**src/rtl/dvi_pkg.sv**
```systemverilog
// Shared DVI constants: 640x480@60 timing, TMDS symbols.
// Helper to sum the four segments of a line or frame.
package dvi_pkg;

  localparam int DVI_H_ACTIVE = 640;
  localparam int DVI_H_FP     = 16;
  localparam int DVI_H_SYNC   = 96;
  localparam int DVI_H_BP     = 48;
  localparam int DVI_V_ACTIVE = 480;
  localparam int DVI_V_FP     = 10;
  localparam int DVI_V_SYNC   = 2;
  localparam int DVI_V_BP     = 33;

  localparam logic [9:0] SYM_CTRL_00 = 10'b1101010100;
  localparam logic [9:0] SYM_CTRL_01 = 10'b0010101011;
  localparam logic [9:0] SYM_CTRL_10 = 10'b0101010100;
  localparam logic [9:0] SYM_CTRL_11 = 10'b1010101011;

  localparam logic [7:0] SYM_PIX_OFF = 8'h00;
  localparam logic [7:0] SYM_PIX_ON  = 8'hFF;

  function automatic int dvi_total(
    input int act,
    input int fp,
    input int sync,
    input int bp
  );
    return act + fp + sync + bp;
  endfunction

endpackage

```
**src/rtl/dvi_timing_gen_if.sv**
```systemverilog
// Pixel-side bus of the timing generator:
// fetch request/answer plus encoder outputs.
interface dvi_timing_gen_if #(
  parameter int CNT_W = 11
);

  logic             o_req;
  logic [CNT_W-1:0] o_x;
  logic [CNT_W-1:0] o_y;
  logic             i_pix;
  logic             o_pix;
  logic             o_de;
  logic             o_hs;
  logic             o_vs;
  logic             o_frame_start;

  modport master (
    output o_req,
    output o_x,
    output o_y,
    input  i_pix,
    output o_pix,
    output o_de,
    output o_hs,
    output o_vs,
    output o_frame_start
  );

  modport slave (
    input  o_req,
    input  o_x,
    input  o_y,
    output i_pix,
    input  o_pix,
    input  o_de,
    input  o_hs,
    input  o_vs,
    input  o_frame_start
  );

endinterface

```
**src/rtl/dvi_hv_counter.sv**
```systemverilog
// Free-running raster H/V counters.
// h wraps each line, v wraps each frame.
module dvi_hv_counter #(
  parameter int H_TOTAL = 800,
  parameter int V_TOTAL = 525,
  parameter int CNT_W   = 11
) (
  input  logic             clk_i,
  input  logic             rstn_i,
  output logic [CNT_W-1:0] h_o,
  output logic [CNT_W-1:0] v_o
);

  localparam logic [CNT_W-1:0] H_LAST = CNT_W'(H_TOTAL - 1);
  localparam logic [CNT_W-1:0] V_LAST = CNT_W'(V_TOTAL - 1);

  logic [CNT_W-1:0] h_q, h_d;
  logic [CNT_W-1:0] v_q, v_d;

  // Next position: step h, carry into v at end of line
  always_comb begin
    h_d = h_q + 1'b1;
    v_d = v_q;
    if (h_q == H_LAST) begin
      h_d = '0;
      v_d = (v_q == V_LAST) ? '0 : v_q + 1'b1;
    end
  end

  // Counter registers, restart at the top-left corner
  always_ff @(posedge clk_i) begin
    if (!rstn_i) begin
      h_q <= '0;
      v_q <= '0;
    end else begin
      h_q <= h_d;
      v_q <= v_d;
    end
  end

  assign h_o = h_q;
  assign v_o = v_q;

endmodule

```
**src/rtl/dvi_timing_gen.sv**
```systemverilog
// Raster timing generator for the TMDS encoder.
// DVI_TIMING_TEST_PATTERN_EN: 8x8 checkerboard on o_pix.
module dvi_timing_gen
  import dvi_pkg::*;
#(
  parameter int H_ACTIVE = DVI_H_ACTIVE,
  parameter int H_FP     = DVI_H_FP,
  parameter int H_SYNC   = DVI_H_SYNC,
  parameter int H_BP     = DVI_H_BP,
  parameter int V_ACTIVE = DVI_V_ACTIVE,
  parameter int V_FP     = DVI_V_FP,
  parameter int V_SYNC   = DVI_V_SYNC,
  parameter int V_BP     = DVI_V_BP,
  parameter bit HS_POL   = 1'b0,
  parameter bit VS_POL   = 1'b0,
  parameter int CNT_W    = 11
) (
  input  logic              i_clk,
  input  logic              i_rstn,
  dvi_timing_gen_if.master  bus
);

  localparam int H_TOTAL =
    dvi_total(H_ACTIVE, H_FP, H_SYNC, H_BP);
  localparam int V_TOTAL =
    dvi_total(V_ACTIVE, V_FP, V_SYNC, V_BP);

  localparam logic [CNT_W-1:0] H_ACT =
    CNT_W'(H_ACTIVE);
  localparam logic [CNT_W-1:0] V_ACT =
    CNT_W'(V_ACTIVE);
  localparam logic [CNT_W-1:0] HS_BEG =
    CNT_W'(H_ACTIVE + H_FP);
  localparam logic [CNT_W-1:0] HS_END =
    CNT_W'(H_ACTIVE + H_FP + H_SYNC);
  localparam logic [CNT_W-1:0] VS_BEG =
    CNT_W'(V_ACTIVE + V_FP);
  localparam logic [CNT_W-1:0] VS_END =
    CNT_W'(V_ACTIVE + V_FP + V_SYNC);

  logic [CNT_W-1:0] h, v;
  logic             req;

  logic de_q, de_d;
  logic pix_q, pix_d;
  logic hs_q, hs_d;
  logic vs_q, vs_d;
  logic fs_q, fs_d;

  dvi_hv_counter #(
    .H_TOTAL (H_TOTAL),
    .V_TOTAL (V_TOTAL),
    .CNT_W   (CNT_W)
  ) u_cnt (
    .clk_i  (i_clk),
    .rstn_i (i_rstn),
    .h_o    (h),
    .v_o    (v)
  );

  assign req = (h < H_ACT) && (v < V_ACT);

  // Stage-1 values computed from the current raster position
  always_comb begin
    de_d = req;
    fs_d = (h == '0) && (v == '0);
    hs_d = ((h >= HS_BEG) && (h < HS_END))
         ? HS_POL : ~HS_POL;
    vs_d = ((v >= VS_BEG) && (v < VS_END))
         ? VS_POL : ~VS_POL;
`ifdef DVI_TIMING_TEST_PATTERN_EN
    pix_d = req & (h[3] ^ v[3]);
`else
    pix_d = req & bus.i_pix;
`endif
  end

  // Output register stage, idle levels under reset
  always_ff @(posedge i_clk) begin
    if (!i_rstn) begin
      de_q  <= 1'b0;
      pix_q <= 1'b0;
      fs_q  <= 1'b0;
      hs_q  <= ~HS_POL;
      vs_q  <= ~VS_POL;
    end else begin
      de_q  <= de_d;
      pix_q <= pix_d;
      fs_q  <= fs_d;
      hs_q  <= hs_d;
      vs_q  <= vs_d;
    end
  end

  assign bus.o_req         = req;
  assign bus.o_x           = h;
  assign bus.o_y           = v;
  assign bus.o_de          = de_q;
  assign bus.o_pix         = pix_q;
  assign bus.o_hs          = hs_q;
  assign bus.o_vs          = vs_q;
  assign bus.o_frame_start = fs_q;

endmodule

```
**src/flat_wrapper.sv**
```systemverilog
// flat-port wrapper written by rule: the top's interface ports become plain ports
module dvi_timing_gen_flat import dvi_pkg::*;
#(
  parameter int H_ACTIVE = DVI_H_ACTIVE,
  parameter int H_FP     = DVI_H_FP,
  parameter int H_SYNC   = DVI_H_SYNC,
  parameter int H_BP     = DVI_H_BP,
  parameter int V_ACTIVE = DVI_V_ACTIVE,
  parameter int V_FP     = DVI_V_FP,
  parameter int V_SYNC   = DVI_V_SYNC,
  parameter int V_BP     = DVI_V_BP,
  parameter bit HS_POL   = 1'b0,
  parameter bit VS_POL   = 1'b0,
  parameter int CNT_W    = 11
)
  (i_clk, i_rstn, bus_o_req, bus_o_x, bus_o_y, bus_i_pix, bus_o_pix, bus_o_de, bus_o_hs, bus_o_vs, bus_o_frame_start);
  dvi_timing_gen_if #(.CNT_W(CNT_W)) bus_i ();
  input  logic i_clk;
  input  logic i_rstn;
  output wire logic [$bits(bus_i.o_req)-1:0] bus_o_req;
  output wire logic [$bits(bus_i.o_x)-1:0] bus_o_x;
  output wire logic [$bits(bus_i.o_y)-1:0] bus_o_y;
  input wire logic [$bits(bus_i.i_pix)-1:0] bus_i_pix;
  output wire logic [$bits(bus_i.o_pix)-1:0] bus_o_pix;
  output wire logic [$bits(bus_i.o_de)-1:0] bus_o_de;
  output wire logic [$bits(bus_i.o_hs)-1:0] bus_o_hs;
  output wire logic [$bits(bus_i.o_vs)-1:0] bus_o_vs;
  output wire logic [$bits(bus_i.o_frame_start)-1:0] bus_o_frame_start;
  assign bus_o_req = bus_i.o_req;
  assign bus_o_x = bus_i.o_x;
  assign bus_o_y = bus_i.o_y;
  assign bus_i.i_pix = bus_i_pix;
  assign bus_o_pix = bus_i.o_pix;
  assign bus_o_de = bus_i.o_de;
  assign bus_o_hs = bus_i.o_hs;
  assign bus_o_vs = bus_i.o_vs;
  assign bus_o_frame_start = bus_i.o_frame_start;
  dvi_timing_gen #(.H_ACTIVE(H_ACTIVE), .H_FP(H_FP), .H_SYNC(H_SYNC), .H_BP(H_BP), .V_ACTIVE(V_ACTIVE), .V_FP(V_FP), .V_SYNC(V_SYNC), .V_BP(V_BP), .HS_POL(HS_POL), .VS_POL(VS_POL), .CNT_W(CNT_W)) u_core (.i_clk(i_clk), .i_rstn(i_rstn), .bus(bus_i));
endmodule
```
**config.mk**
```make
export PLATFORM = sky130hd
export DESIGN_NAME = dvi_timing_gen_flat
export DESIGN_NICKNAME = d
export VERILOG_FILES = /design/src/rtl/dvi_pkg.sv /design/src/rtl/dvi_timing_gen_if.sv /design/src/rtl/dvi_hv_counter.sv /design/src/rtl/dvi_timing_gen.sv /design/src/flat_wrapper.sv
export SDC_FILE = /design/constraint.sdc
export NUM_CORES = 1
export LEC_CHECK = 0
export ABC_CLOCK_PERIOD_IN_PS = 3950
export BUFFER_PORTS_ARGS = -buffer_cell sky130_fd_sc_hd__buf_2
export CORE_ASPECT_RATIO = 0.8
export CORE_MARGIN = 4
export CORE_UTILIZATION = 52
export DETAILED_ROUTE_END_ITERATION = 10
export GPL_ROUTABILITY_DRIVEN = 0
export HOLD_SLACK_MARGIN = 0.1
export PLACE_DENSITY = 0.77
export SLEW_MARGIN = 20
export SYNTH_ARGS = -nofsm -noshare
export SYNTH_HDL_FRONTEND = slang
export SYNTH_SLANG_ARGS = --single-unit
```
**constraint.sdc**
```tcl
create_clock -name i_clk -period 3.95 [get_ports i_clk]
set_input_delay 0.79 -clock i_clk [delete_from_list [all_inputs] [get_ports i_clk]]
set_output_delay 0.79 -clock i_clk [all_outputs]
set_load 0.01 [all_outputs]
```
==> results of run 1 <==
## synth_stat cells, types with 3 or more instances
cell type,number,area share (%)
sky130_fd_sc_hd__ha_1,4,3.4
sky130_fd_sc_hd__xnor2_1,5,3.0
sky130_fd_sc_hd__nor3_1,6,2.1
sky130_fd_sc_hd__and3_1,4,1.7
sky130_fd_sc_hd__dfxtp_1,27,37
sky130_fd_sc_hd__a21oi_1,5,1.7
sky130_fd_sc_hd__xor2_1,5,3.0
sky130_fd_sc_hd__nand4_1,4,1.7
sky130_fd_sc_hd__nor2_1,14,3.6
sky130_fd_sc_hd__inv_1,6,1.5
sky130_fd_sc_hd__nand3b_1,6,3.1
sky130_fd_sc_hd__buf_6,3,2.3
sky130_fd_sc_hd__nand2_1,18,4.6
sky130_fd_sc_hd__nor4_1,3,1.3
sky130_fd_sc_hd__nand3_1,8,2.7
## worst register-to-register path: stages, from the launching register on
cell	delay, ps
sky130_fd_sc_hd__dfxtp_1	430
sky130_fd_sc_hd__ha_1	240
sky130_fd_sc_hd__and3_2	270
sky130_fd_sc_hd__nand3_4	210
sky130_fd_sc_hd__nor4_2	350
sky130_fd_sc_hd__mux2i_1	210
## registers in the layout (all words and copies together) (netlist names)
signal,cells
u_core.u_cnt.h_o,11
u_core.u_cnt.v_o,11
u_core.bus.o_de,1
u_core.bus.o_frame_start,1
u_core.bus.o_hs,1
u_core.bus.o_pix,1
u_core.bus.o_vs,1
## kinds of logic after synthesis
| logic type | share of synthesized area, % |
|---|---|
| mux | 1.37 |
| simple gates | 34.8 |
| xor+xnor | 5.99 |
| flops | 37.0 |
| buf+inv | 5.82 |
| fa+ha+maj | 3.42 |
| compound gates | 11.6 |
## stage by stage
step / power (mW) / util, % / worst slack (ps)
after floorplan: 0.316 / - / 2280
after CTS: 0.444 / 63.4 / 1770
final: 0.437 / 63.4 / 1770
after global placement: 0.323 / 62.4 / 2000
after detailed placement: 0.324 / 62.4 / 1910
after global routing: 0.461 / 63.4 / 1670
## final timing paths
kind,from,slack [ps],to,cells past startpoint
max,u_core.u_cnt.v_o[7],1770,bus_o_req,3
min,u_core.u_cnt.h_o[0],500,u_core.u_cnt.h_o[0],1
max reg2reg,u_core.u_cnt.h_o[0],2190,u_core.u_cnt.v_o[8],5
min reg2reg,u_core.u_cnt.h_o[0],500,u_core.u_cnt.h_o[0],1
## where the power goes
part / switching (mW) / total, mW / internal (mW)
logic: 0.0184 / 0.0314 / 0.0129
clock network: 0.0810 / 0.119 / 0.0380
registers: 0.00782 / 0.287 / 0.279
total: 0.107 / 0.437 / 0.330
## per-layer routing
layer,wire length (um),GRT usage [%],share of wire [%],vias up
li1,-,-,-,633
met1,1550,26.9,48,587
met2,1390,26.8,43,61
met3,296,5.27,9.1,2
met4,8,2.02,0.25,0
met5,0,0,0,-
## layout make-up
class / count / area [um^2] / share of cell area (%)
multi-input combinational: 120 / 836 / 51.4
sequential: 27 / 541 / 33.3
timing repair buffer: 30 / 150 / 9.24
tap: 36 / 45.0 / 2.77
inverter: 7 / 26.3 / 1.62
clock buffer: 3 / 22.5 / 1.39
clock inverter: 1 / 5.00 / 0.308
==> qor.log, run 1 <==
[detailed_routing] post-detailed-route wirelength per cell 14.5 um
[timing] final worst hold slack 499 ps
[layout] share of post-route cells with drive strength above 1 27.7%
[detailed_routing] remaining antenna violation count after routing 0
[timing] Worst slew margin 71.3%
[layout] Layout area overhead 11.2%
[synthesis] unique cell type count in the Yosys netlist 46
[synthesis] Post-Syn Area per Cell 9.13 um^2
[floorplan] die area 0.00373 mm^2
[synthesis] FF+latch count, synth 27
[synthesis] Synth Cell Area 0.00146 mm^2
[clock_network] H-tree lvl count 1
[global_routing] global-route total usage across every layer 18.2%
[clock_network] clock tree from TritonCTS done
[layout] commonest non-fill, non-tap cell in the layout sky130_fd_sc_hd__buf_2
[setup_path] capturing element type of the critical path output pin
[detailed_routing] via total after detailed routing 1,283
[floorplan] starting density of the core 57.0%
[floorplan] count of boundary I/O pins 31
[place] half-perimeter wire length after detailed placement 2.48 mm
[layout] antenna diode count 0
[floorplan] die boundary width 67.3 um
[timing] number of max-slew violations in the final report 0
[timing] number of hold violations in the final report 0
[detailed_routing] vias per cell 5.73
[setup_path] Buf/Inv on CP 1
[pwr] leakage power of the design 0.638 nW
[global_routing] first-pass GRT wire length 5.43 mm
[detailed_routing] wire length after detailed routing 3.25 mm
[synthesis] warning count from the yosys run 0
[place] IO buf count 30
[floorplan] vertical die dimension 55.4 um
[clock_network] number of buffers inserted to repair setup after CTS 0
[setup_path] slowest stage delay, CP 520 ps
[clock_network] Root Buffer Master sky130_fd_sc_hd__clkbuf_4
[pwr] Worst IR Drop VDD 0.000243 V
[synthesis] number of synthesized flops with an enable pin 0
[setup_path] Worst path top cell family by delay flip-flops
[clock_network] clock transition at the registers of the reported paths 140 ps
[timing] TNS Setup 0 ps
[timing] setup skew after layout 1.83 ps
[setup_path] ordered cell list for the critical path and4_1 -> nor2_1 -> buf_2
[job] Max-Cap Viols 0
[clock_network] total CTS buffers 3
[synthesis] Mapped Nets 167
[clock_network] post-cts sizing count 0
[setup_path] slowest CP cell sky130_fd_sc_hd__dfxtp_1
[clock_network] clk sinks 27
[synthesis] sequential fraction of the synthesis area 37.0%
[synthesis] commonest register cell after synthesis sky130_fd_sc_hd__dfxtp_1
[floorplan] area of the core region 0.00256 mm^2
[clock_network] clk buf depth 2
[setup_path] required time of the worst setup path 3160 ps
[clock_network] hold buffers post-CTS 0
[worst_hold_path] type of the worst min-delay path reg -> reg
[layout] Non-Filler Cell Area, Final 0.00163 mm^2
[pwr] areal power density over the cells 269 mW/mm^2
[timing] share of the clock period used by the worst path 55.3%
[clock_network] Clk Latency, worst-skew pair 320 ps
[setup_path] Worst Path Max Fanout 7
[timing] Peak Freq 458 MHz
[run_status] run status complete, no violations
[detailed_routing] number of violations reported at the end of detailed-routing iteration 0 48
[timing] minimum clock period after layout 2180 ps
[timing] total of endpoints with negative setup slack in the final report 0
[global_routing] via count of the first global-routing pass 1,163
[layout] Post-layout nets 196
[timing] actual slew at the worst max-slew pin 427 ps
[synthesis] ys async rst share 0%
[layout] count of filler cells inserted in the layout 243
[place] placed cell area 0.00160 mm^2
[global_routing] pin count of the biggest net entering global routing 20
[global_routing] remaining global-route overflow 0
[layout] non-filler instance count after layout 224
[synthesis] cell count after synthesis 160
[floorplan] FP Rows 16
[global_routing] initial antenna violation count 0
[place] number of cells after detailed placement 220
[timing] RSZ-0062 raised after global routing no
[setup_path] critical path class reg -> out
[detailed_routing] number of remaining DRC errors 0
[detailed_routing] number of search-and-repair iterations in the first detailed-routing pass 4
[setup_path] crit path DAT 1390 ps
[layout] commonest cells after routing, fill and taps aside sky130_fd_sc_hd__buf_2, sky130_fd_sc_hd__dfxtp_1, sky130_fd_sc_hd__nand2_1, sky130_fd_sc_hd__nor2_1, sky130_fd_sc_hd__nand3_1
[setup_path] startpoint class of the critical path flop
(Power assumes the default switching activity.)
==> run 2, diff against run 1 <==
Settings changed: ABC_CLOCK_PERIOD_IN_PS 3950 to 2000, CORE_UTILIZATION 52 to 48, PLACE_DENSITY 0.77 to 0.74.
Clock period 3.95 ns to 2 ns, I/O delays scaled along.
==> qor.log, run 2 (synthesized netlist as in run 1, its figures left out) <==
[run_status] run status complete, no violations [unchanged]
[layout] non-filler instance count after layout 227 [was 224]
[clock_network] clk sinks 27 [unchanged]
[timing] setup skew after layout 7.68 ps [was 1.83 ps]
[floorplan] die boundary width 69.7 um [was 67.3 um]
[floorplan] die area 0.00400 mm^2 [was 0.00373 mm^2]
[pwr] leakage power of the design 0.648 nW [was 0.638 nW]
[floorplan] vertical die dimension 57.4 um [was 55.4 um]
[setup_path] crit path DAT 1340 ps [was 1390 ps]
[setup_path] critical path class reg -> out [unchanged]
[clock_network] Root Buffer Master sky130_fd_sc_hd__clkbuf_8 [was sky130_fd_sc_hd__clkbuf_4]
[global_routing] via count of the first global-routing pass 1,220 [was 1,163]
[detailed_routing] post-detailed-route wirelength per cell 14.8 um [was 14.5 um]
[timing] Peak Freq 574 MHz
[place] IO buf count 30 [unchanged]
[global_routing] first-pass GRT wire length 5.88 mm [was 5.43 mm]
[floorplan] area of the core region 0.00283 mm^2 [was 0.00256 mm^2]
[detailed_routing] remaining antenna violation count after routing 0 [unchanged]
[global_routing] pin count of the biggest net entering global routing 19 [was 20]
[place] placed cell area 0.00161 mm^2 [was 0.00160 mm^2]
[global_routing] initial antenna violation count 0 [unchanged]
[clock_network] hold buffers post-CTS 0 [unchanged]
[clock_network] clock transition at the registers of the reported paths 90 ps [was 140 ps]
[detailed_routing] vias per cell 5.76 [was 5.73]
[clock_network] total CTS buffers 3 [unchanged]
[timing] RSZ-0062 raised after global routing no [unchanged]
[clock_network] Clk Latency, worst-skew pair 270 ps [was 320 ps]
[clock_network] clk buf depth 2 [unchanged]
[job] Max-Cap Viols 0 [unchanged]
[setup_path] source of the worst register-to-register timing path u_core.u_cnt.h_o[0] [unchanged]
[floorplan] FP Rows 17 [was 16]
[timing] number of max-slew violations in the final report 0 [unchanged]
[setup_path] required time of the worst setup path 1600 ps [was 3160 ps]
[timing] TNS Setup 0 ps [unchanged]
[layout] Post-layout nets 197 [was 196]
[detailed_routing] via total after detailed routing 1,307 [was 1,283]
[pwr] areal power density over the cells 565 mW/mm^2 [was 269 mW/mm^2]
[layout] share of post-route cells with drive strength above 1 27.5% [was 27.7%]
[setup_path] start point of the critical path u_core.u_cnt.v_o[6] [was u_core.u_cnt.v_o[7]]
[setup_path] capturing element type of the critical path output pin [unchanged]
[layout] antenna diode count 0 [unchanged]
[layout] commonest cells after routing, fill and taps aside sky130_fd_sc_hd__buf_2, sky130_fd_sc_hd__dfxtp_1, sky130_fd_sc_hd__nand2_1, sky130_fd_sc_hd__nor2_1, sky130_fd_sc_hd__nand3_1 [unchanged]
[worst_hold_path] type of the worst min-delay path in -> reg [was reg -> reg]
[layout] Layout area overhead 13.1% [was 11.2%]
[pwr] Worst IR Drop VDD 0.000523 V [was 0.000243 V]
[setup_path] startpoint class of the critical path flop [unchanged]
[layout] Non-Filler Cell Area, Final 0.00165 mm^2 [was 0.00163 mm^2]
[clock_network] H-tree lvl count 1 [unchanged]
[clock_network] number of buffers inserted to repair setup after CTS 0 [unchanged]
[timing] total of endpoints with negative setup slack in the final report 0 [unchanged]
[floorplan] count of boundary I/O pins 31 [unchanged]
[setup_path] Worst Path Max Fanout 8 [was 7]
[detailed_routing] number of violations reported at the end of detailed-routing iteration 0 93 [was 48]
[detailed_routing] number of remaining DRC errors 0 [unchanged]
[layout] commonest non-fill, non-tap cell in the layout sky130_fd_sc_hd__buf_2 [unchanged]
[timing] share of the clock period used by the worst path 87.1%
[floorplan] starting density of the core 51.7% [was 57.0%]
[timing] minimum clock period after layout 1740 ps
[detailed_routing] wire length after detailed routing 3.36 mm [was 3.25 mm]
[timing] actual slew at the worst max-slew pin 439 ps [was 427 ps]
[timing] Worst slew margin 70.5% [was 71.3%]
[pwr] post-layout total power 934 uW [was 437 uW]
[timing] number of hold violations in the final report 0 [unchanged]
[place] number of cells after detailed placement 223 [was 220]
[worst_hold_path] hold_sp bus_i_pix [was u_core.u_cnt.h_o[0]]
[layout] count of filler cells inserted in the layout 253 [was 243]
[place] half-perimeter wire length after detailed placement 2.45 mm [was 2.48 mm]
[clock_network] post-cts sizing count 0 [unchanged]
[global_routing] global-route total usage across every layer 17.6% [was 18.2%]
[clock_network] clock tree from TritonCTS done [unchanged]
[global_routing] remaining global-route overflow 0 [unchanged]
[detailed_routing] number of search-and-repair iterations in the first detailed-routing pass 4 [unchanged]
==> run 2: changes by cell type in the layout (fill, tap and decap cells not counted), sizes merged <==
cell,delta
clkbuf,+1
buf,+1
clkinv,-1
==> run 2: path summary, 6_finish.rpt <==
kind | to | slack (ps) | cells past startpoint
worst max-delay path | bus_o_req | 260 | 3
worst min-delay path | u_core.bus.o_pix | 340 | 2
worst max register to register | u_core.u_cnt.v_o[8] | 280 | 5
worst min register to register | u_core.u_cnt.h_o[0] | 500 | 1
==> run 2: power by group <==
part / switching, mW / total, mW / leakage (nW) / internal (mW)
sequential: 0.0157 / 0.566 / 0.219 / 0.550
combinational: 0.0366 / 0.0630 / 0.406 / 0.0264
clock: 0.162 / 0.305 / 0.0228 / 0.143
total: 0.215 / 0.934 / 0.648 / 0.720
==> run 2: metal layers <==
metal / global-route usage [%] / vias up / wire length [um]
met1: 25.3 / 615 / 1590
met2: 27.6 / 48 / 1550
met5: 0 / - / 0
met3: 4.05 / 5 / 203
li1: - / 639 / -
met4: 3.01 / 0 / 18
==> run 2: per-stage QoR <==
| step | hold slack (ps) | utilization [%] | setup slack, ps |
|---|---|---|---|
| detailed placement | 488 | 56.8 | 293 |
| CTS | 336 | 58.4 | 263 |
| finish | 335 | 58.4 | 258 |
| floorplan | 488 | - | 430 |
| global route | 324 | 58.4 | 144 |
| global placement | 465 | 56.8 | 380 |
==> run 2: layout make-up <==
cell class | count | area, um^2 | share of cell area, %
Sequential cell | 27 | 541 | 32.7
Inverter | 7 | 26.3 | 1.59
Timing Repair Buffer | 31 | 158 | 9.54
Multi-Input combinational cell | 120 | 836 | 50.6
Clock buffer | 4 | 45.0 | 2.73
Tap cell | 38 | 47.5 | 2.88
==> run 2: worst max-delay path: stages (launching register included) <==
cell and delay (ps):
sky130_fd_sc_hd__dfxtp_1 500, sky130_fd_sc_hd__and4_1 350, sky130_fd_sc_hd__nor2_1 80, sky130_fd_sc_hd__buf_2 140
